`src/rtl/gtp_arb_pkg.sv`:
```
// rtl/gtp_arb_pkg.sv - shared types for the gtpfifo block arbiter
package gtp_arb_pkg;

  localparam int NCH_DEFAULT = 4;

  typedef enum logic [1:0] {
    ST_IDLE = 2'd0,
    ST_CW   = 2'd1,
    ST_BODY = 2'd2
  } state_t;

  // Control word layout: len[8:1] is the number of dwords that follow the CW.
  typedef struct packed {
    logic [15:0] rsvd;
    logic        flag;
    logic [5:0]  chan;
    logic [8:0]  len;
  } cw_t;

endpackage

```
`src/rtl/gtp_arb_if.sv`:
```
// rtl/gtp_arb_if.sv - fifo-side and writer-side signals of the block arbiter
interface gtp_arb_if
  import gtp_arb_pkg::*;
#(
  parameter int NCH = NCH_DEFAULT
) ();

  logic [NCH-1:0]    req_empty;
  logic [NCH-1:0]    req_have;
  logic [32*NCH-1:0] req_data;
  logic [NCH-1:0]    req_give;
  logic [31:0]       dout;
  logic              dout_vld;
  logic              dout_sop;
  logic              dout_eop;
  logic              dout_rdy;

  modport master (
    input  req_empty, req_have, req_data, dout_rdy,
    output req_give, dout, dout_vld, dout_sop, dout_eop
  );

  modport slave (
    output req_empty, req_have, req_data, dout_rdy,
    input  req_give, dout, dout_vld, dout_sop, dout_eop
  );

endinterface

```
`src/rtl/gtp_arb_rr_pick.sv`:
```
// rtl/gtp_arb_rr_pick.sv - combinational round-robin priority encoder
module rr_pick #(
  parameter int N = 4,
  parameter int W = $clog2(N)
) (
  input  logic [N-1:0] req,
  input  logic [W-1:0] start,
  output logic [W-1:0] grant,
  output logic         any
);

  localparam int W1 = W + 1;

  logic [W:0] s;

  // Walk offsets from farthest to nearest so the nearest request wins last.
  always_comb begin
    grant = '0;
    any   = 1'b0;
    s     = '0;
    for (int k = N - 1; k >= 0; k--) begin
      s = {1'b0, start} + W1'(k);
      if (s >= W1'(N)) s = s - W1'(N);
      if (req[s[W-1:0]]) begin
        grant = s[W-1:0];
        any   = 1'b1;
      end
    end
  end

endmodule

```
`src/rtl/gtp_arb.sv`:
```
// rtl/gtp_arb.sv - round-robin block arbiter from gtpfifos toward the MIG writer
module gtp_arb
  import gtp_arb_pkg::*;
#(
  parameter int NCH    = NCH_DEFAULT,
  parameter int CW_TMO = 3
) (
  input  logic                    gtp_clk,
  input  logic                    rst,
  input  logic                    enable,
  gtp_arb_if.master               bus,
  output logic [$clog2(NCH)-1:0]  cur_ch,
  output logic                    busy,
  output logic [31:0]             blk_cnt,
  output logic                    err_cw,
  output logic                    err_undr
);

  localparam int CHW = $clog2(NCH);
  localparam int TW  = $clog2(CW_TMO + 1);

  state_t         state, state_nx;
  logic [CHW-1:0] rr_ptr, pick, nxt_ptr;
  logic           pick_any, give_on, have;
  logic [7:0]     remaining;
  logic [TW-1:0]  tmo;
  cw_t            word;
  logic           cw_ok, cw_bad, cw_tmo, body_take, body_undr, blk_last, blk_end;

  rr_pick #(.N(NCH)) u_pick (
    .req   (~bus.req_empty),
    .start (rr_ptr),
    .grant (pick),
    .any   (pick_any)
  );

  always_comb begin
    word = '0;
    for (int i = 0; i < NCH; i++) begin
      if (cur_ch == CHW'(i)) word = bus.req_data[32*i +: 32];
    end
  end

  assign have      = give_on && bus.req_have[cur_ch];
  assign nxt_ptr   = (cur_ch == CHW'(NCH - 1)) ? '0 : cur_ch + 1'b1;
  assign cw_ok     = (state == ST_CW) && have && word.flag;
  assign cw_bad    = (state == ST_CW) && have && !word.flag;
  assign cw_tmo    = (state == ST_CW) && give_on && !have && (tmo == TW'(CW_TMO - 1));
  assign body_take = (state == ST_BODY) && have;
  assign body_undr = (state == ST_BODY) && give_on && !have;
  assign blk_last  = (cw_ok && (word.len[8:1] == 8'd0)) || (body_take && (remaining == 8'd1));
  assign blk_end   = blk_last || cw_bad || cw_tmo || body_undr;

  always_ff @(posedge gtp_clk) begin
    if (rst) state <= ST_IDLE;
    else     state <= state_nx;
  end

  // enable is only looked at in IDLE so a running block always completes.
  always_comb begin
    state_nx = state;
    case (state)
      ST_IDLE: if (enable && pick_any) state_nx = ST_CW;
      ST_CW: begin
        if (cw_ok && !blk_last) state_nx = ST_BODY;
        else if (blk_end)       state_nx = ST_IDLE;
      end
      ST_BODY: if (blk_end) state_nx = ST_IDLE;
      default: state_nx = ST_IDLE;
    endcase
  end

  // give is withheld while rst is high so the fifos never see a stray pop.
  always_comb begin
    give_on      = (state != ST_IDLE) && bus.dout_rdy && !rst;
    bus.req_give = give_on ? (NCH'(1) << cur_ch) : '0;
    busy         = (state != ST_IDLE);
  end

  always_ff @(posedge gtp_clk) begin
    if (rst) begin
      rr_ptr       <= '0;
      cur_ch       <= '0;
      remaining    <= '0;
      tmo          <= '0;
      blk_cnt      <= '0;
      bus.dout     <= '0;
      bus.dout_vld <= 1'b0;
      bus.dout_sop <= 1'b0;
      bus.dout_eop <= 1'b0;
      err_cw       <= 1'b0;
      err_undr     <= 1'b0;
    end else begin
      bus.dout_vld <= 1'b0;
      bus.dout_sop <= 1'b0;
      bus.dout_eop <= 1'b0;
      err_cw       <= cw_bad;
      err_undr     <= body_undr;
      if ((state == ST_IDLE) && enable && pick_any) begin
        cur_ch <= pick;
        tmo    <= '0;
      end
      if (cw_ok || body_take) begin
        bus.dout     <= word;
        bus.dout_vld <= 1'b1;
        bus.dout_sop <= cw_ok;
        bus.dout_eop <= blk_last;
      end
      if (cw_ok)          remaining <= word.len[8:1];
      else if (body_take) remaining <= remaining - 8'd1;
      // Timeout only advances on cycles where a give was actually offered.
      if ((state == ST_CW) && give_on && !have) tmo <= cw_tmo ? '0 : tmo + 1'b1;
      if (blk_last) blk_cnt <= blk_cnt + 32'd1;
      if (blk_end)  rr_ptr  <= nxt_ptr;
    end
  end

endmodule

```
`src/flat_wrapper.sv`:
```
// flat-port wrapper written by rule: the top's interface ports become plain ports
module gtp_arb_flat import gtp_arb_pkg::*;
#(
  parameter int NCH    = NCH_DEFAULT,
  parameter int CW_TMO = 3
)
  (gtp_clk, rst, enable, cur_ch, busy, blk_cnt, err_cw, err_undr, bus_req_empty, bus_req_have, bus_req_data, bus_dout_rdy, bus_req_give, bus_dout, bus_dout_vld, bus_dout_sop, bus_dout_eop);
  gtp_arb_if #(.NCH(NCH)) bus_i ();
  input  logic gtp_clk;
  input  logic rst;
  input  logic enable;
  output logic [$clog2(NCH)-1:0] cur_ch;
  output logic busy;
  output logic [31:0] blk_cnt;
  output logic err_cw;
  output logic err_undr;
  input wire logic [$bits(bus_i.req_empty)-1:0] bus_req_empty;
  input wire logic [$bits(bus_i.req_have)-1:0] bus_req_have;
  input wire logic [$bits(bus_i.req_data)-1:0] bus_req_data;
  input wire logic [$bits(bus_i.dout_rdy)-1:0] bus_dout_rdy;
  output wire logic [$bits(bus_i.req_give)-1:0] bus_req_give;
  output wire logic [$bits(bus_i.dout)-1:0] bus_dout;
  output wire logic [$bits(bus_i.dout_vld)-1:0] bus_dout_vld;
  output wire logic [$bits(bus_i.dout_sop)-1:0] bus_dout_sop;
  output wire logic [$bits(bus_i.dout_eop)-1:0] bus_dout_eop;
  assign bus_i.req_empty = bus_req_empty;
  assign bus_i.req_have = bus_req_have;
  assign bus_i.req_data = bus_req_data;
  assign bus_i.dout_rdy = bus_dout_rdy;
  assign bus_req_give = bus_i.req_give;
  assign bus_dout = bus_i.dout;
  assign bus_dout_vld = bus_i.dout_vld;
  assign bus_dout_sop = bus_i.dout_sop;
  assign bus_dout_eop = bus_i.dout_eop;
  gtp_arb #(.NCH(NCH), .CW_TMO(CW_TMO)) u_core (.gtp_clk(gtp_clk), .rst(rst), .enable(enable), .bus(bus_i), .cur_ch(cur_ch), .busy(busy), .blk_cnt(blk_cnt), .err_cw(err_cw), .err_undr(err_undr));
endmodule
```
`config.mk`:
```
export PLATFORM = sky130hd
export DESIGN_NAME = gtp_arb_flat
export DESIGN_NICKNAME = d
export VERILOG_FILES = /design/src/rtl/gtp_arb_pkg.sv /design/src/rtl/gtp_arb_if.sv /design/src/rtl/gtp_arb_rr_pick.sv /design/src/rtl/gtp_arb.sv /design/src/flat_wrapper.sv
export SDC_FILE = /design/constraint.sdc
export NUM_CORES = 1
export LEC_CHECK = 0
export CAP_MARGIN = 10
export CORE_MARGIN = 2
export CORE_UTILIZATION = 39
export DETAILED_ROUTE_END_ITERATION = 6
export GPL_TIMING_DRIVEN = 0
export PLACE_DENSITY = 0.77
export SLEW_MARGIN = 10
export SYNTH_ARGS = -nofsm -noshare
export SYNTH_HDL_FRONTEND = slang
export SYNTH_HIERARCHICAL = 1
export SYNTH_SLANG_ARGS = --single-unit
```
`constraint.sdc`:
```
create_clock -name gtp_clk -period 3 [get_ports gtp_clk]
set_input_delay 0.3 -clock gtp_clk [delete_from_list [all_inputs] [get_ports gtp_clk]]
set_output_delay 0.3 -clock gtp_clk [all_outputs]
set_load 0.005 [all_outputs]
```
==> reports/metrics.csv <==
stage;metric;value;unit
run_status;status;finished with violations;
run_status;violations;setup timing;
placed_design;io_buffer_count;214;
route;wire_per_inst;18.6;µm
worst_setup_path;r2r_end;u_core/blk_cnt[21];
finish;final_common_cell;clkdlybuf4s50_1;
timing;min_period;3.13;ns
finish;finalNetCount;1063;
worst_setup_path;crit_type;flip-flop to flip-flop;
worst_setup_path;cp-end-kind;flip-flop;
worst_setup_path;crit_end;u_core/blk_cnt[21];
die;initial_core_util;39.7;%
placed_design;pre_cts_slack;-0.446;ns
timing;hold_viol;0;
placed_design;place_congestion;0.871;
route;wl;20.4;mm
logic_synthesis;ys_ff_latch;85;
die;die-width;120;µm
logic_synthesis;syn_nets;813;
route;vias;6232;
logic_synthesis;synth_warnings;6;
route;drc;0;
die;fp-row-count;42;
worst_setup_path;cp_max_fo;5;
logic_synthesis;yosysTopAreaCellShare;32.6;%
logic_synthesis;synthTopCellsByArea;dfxtp_1 33%, nor2_1 6.2%, mux2_1 5.4%, a221oi_1 4.7%, nand3_1 4.6%;
logic_synthesis;synthFlopType;dfxtp_1;
worst_setup_path;critPathLaunch;u_core/cur_ch[1];
clock_network;cts_root_buf;clkbuf_16;
placed_design;hpwl;14.7;mm
clock_network;cts_max_level;3;
route;drt_iter0_markers;615;
logic_synthesis;synth_cells;666;
clock_network;cts_tree;yes;
min_path;min_from;u_core/bus.dout[3];
logic_synthesis;syn_area;0.00522;mm²
die;core-area;0.0131;mm²
timing;fin_ws;-0.131;ns
die;die_area;0.0143;mm²
worst_setup_path;cp.arrival;3.37;ns
global_routing;grt_usage;26.0;%
global_routing;grt_pass1_vias;5570;
timing;max_freq;0.319;GHz
worst_setup_path;crit_top_cell;o22ai_1;
worst_setup_path;reg2reg_depth;9;
global_routing;grt.overflow.total;0;
finish;final_cell_mix;214 x clkdlybuf4s50_1, 86 x nor2_1, 83 x dfxtp_1;
clock_network;clockBufferDepth;2;
timing;period_share;104;%
timing;relSlewSlack;38.9;%
worst_setup_path;slowest_stage;or4_4;
worst_setup_path;r2r_setup_slack;-0.13;ns
die;io_pins;216;
worst_setup_path;cp_num_buf_inv;2;
logic_synthesis;synth_edf_count;0;
clock_network;cts.clk_slew.worst_paths;0.06;ns
clock_network;cts_sinks;85;
global_routing;antenna_found_initial;0;
flow_run;drv_cap;0;
logic_synthesis;ys_seq_area_share;32.6;%
power_and_ir_drop;power-per-cell-area;342;mW/mm²
timing;slew_viol_final;0;
worst_setup_path;cp_cell_sequence;ha_4 > buf_2 > nand2b_1 > o22ai_1 > o22ai_1 > or4_4 > clkbuf_16 > a21oi_2 > mux2_1;
clock_network;cts-hold-fix-buffers;0;
route;dr.pass1.iters;5;
timing;rsz0062_at_grt;yes;
finish;synthToLayoutAreaGrowth;63.5;%
worst_setup_path;required;3.24;ns
route;ant_nets;0;
global_routing;grt_max_degree;14;
worst_setup_path;critPathTopFamily;compound AO/OA/AOI/OAI gates;
logic_synthesis;synth_top_area_cell;dfxtp_1;
min_path;hp-class;flip-flop to flip-flop;
clock_network;insertion_delay;0.35;ns
timing;setup_tns;-2.33;ns
global_routing;grt_pass1_wl;29.3;mm
power_and_ir_drop;ir_worst_vdd;0.299;mV
timing;worst_slew_pin_slew;0.917;ns
worst_setup_path;crit_path_start_kind;flip-flop;
logic_synthesis;synth.avg_cell_area;7.83;µm²
timing;finalClockSkew;0.0106;ns
clock_network;cts_inserted_buffers;9;
finish;antenna_cells;0;
logic_synthesis;ys_types;61;
worst_setup_path;r2r_start;u_core/cur_ch[1];
finish;final_util;64.9;%
finish;layout-drive-gt1-share;14.8;%
route;drt-vias-per-instance;5.69;
die;die_h;120;µm
worst_setup_path;cp.depth;9;
power_and_ir_drop;p_leak;3.08;nW
worst_setup_path;cp_slowest_stage_delay;0.65;ns
finish;fillers;1116;
timing;setup_viol;29;
power_and_ir_drop;finalPower;2.91;mW
logic_synthesis;synthArstFlopShare;0;%
-- cell usage after synthesis, types with 10 or more instances --
master    count
nor2_1       86
dfxtp_1      85
nand3_1      48
clkbuf_1     41
a21oi_1      36
o21ai_0      33
nor3_1       31
nor2b_1      30
a221oi_1     28
a21oi_2      26
mux2_1       25
nand2_1      22
inv_1        20
and3_1       16
nand4_1      11
and2_1       10
-- report_power, final --
| part | internal (mW) | total [mW] | switching [mW] | leakage [nW] |
|---|---|---|---|---|
| Combinational | 0.325 | 0.602 | 0.277 | 2.25 |
| Clock | 0.683 | 1.16 | 0.473 | 0.144 |
| Sequential | 1.14 | 1.15 | 0.0118 | 0.687 |
| Total | 2.15 | 2.91 | 0.763 | 3.08 |
-- worst min-delay path, cell delays in order, from the launching register on --
cell     delay, ns
dfxtp_1       0.31
nand3_1       0.06
nand2_1       0.05
-- how the worst min path moves through the flow --
stage	endpoint	slack [ns]	cells past startpoint
6_report	u_core/bus.dout[3]	0.47	2
3_5_place_dp	u_core/bus.dout[3]	0.46	2
2_1_floorplan	u_core/remaining[7]	0.45	2
4_1_cts	u_core/bus.dout[3]	0.46	2
5_1_grt	u_core/bus.dout[3]	0.48	2
3_3_place_gp	u_core/bus.dout[3]	0.45	2
-- what timing repair did --
action,in CTS,in global routing
hold endpoints to repair,0,0
resized for setup,30,56
gates cloned,0,5
buffers inserted,13,10
endpoints found under the setup margin,68,66
pin swaps,7,15
-- cell families (layout without fill, tap and decap cells) --
family,count (synthesis),in the layout,synth area share (%)
AO/OA/AOI/OAI,171,171,22.8
XOR/XNOR,4,4,0.672
adder cells (fa/ha/maj),7,7,1.68
buffers and inverters,75,327,6.14
flip-flops,85,85,32.6
multiplexers,35,35,7.68
AND/OR/NAND/NOR,289,290,28.4
-- routing by layer --
metal | track usage, % | up-vias | routed length [µm]
met5 | 0 | - | 0
met4 | 11.7 | 0 | 732
met3 | 5.13 | 65 | 1570
met2 | 44.7 | 336 | 10100
met1 | 31.4 | 2901 | 8010
li1 | - | 2930 | -
-- final cells by class --
class | instances | area [µm²] | area share, %
inverters | 22 | 82.6 | 0.969
repair buffers | 241 | 2410 | 28.2
clock buffers | 11 | 253 | 2.96
well taps | 176 | 220 | 2.58
clock inverters | 3 | 46.3 | 0.543
multi-input cells | 507 | 3550 | 41.6
flip-flops and latches | 85 | 1710 | 20.0
plain buffers | 50 | 262 | 3.07
-- registers in the layout, summed over array words and instances (netlist names), 2 cells and up --
name	flops
u_core/bus.dout	32
u_core/tmo	2
u_core/blk_cnt	32
u_core/state	2
u_core/remaining	8
u_core/cur_ch	2
u_core/rr_ptr	2
-- per-stage QoR --
stage	std cells	hold slack [ns]	instance area (µm²)
6_report	1095	0.470	8520
2_1_floorplan	666	0.446	5220
3_3_place_gp	1056	0.446	7580
3_5_place_dp	1056	0.456	7580
4_1_cts	1080	0.465	8080
5_1_grt	1095	0.480	8520
No activity file was read; power rests on OpenSTA's default activity.
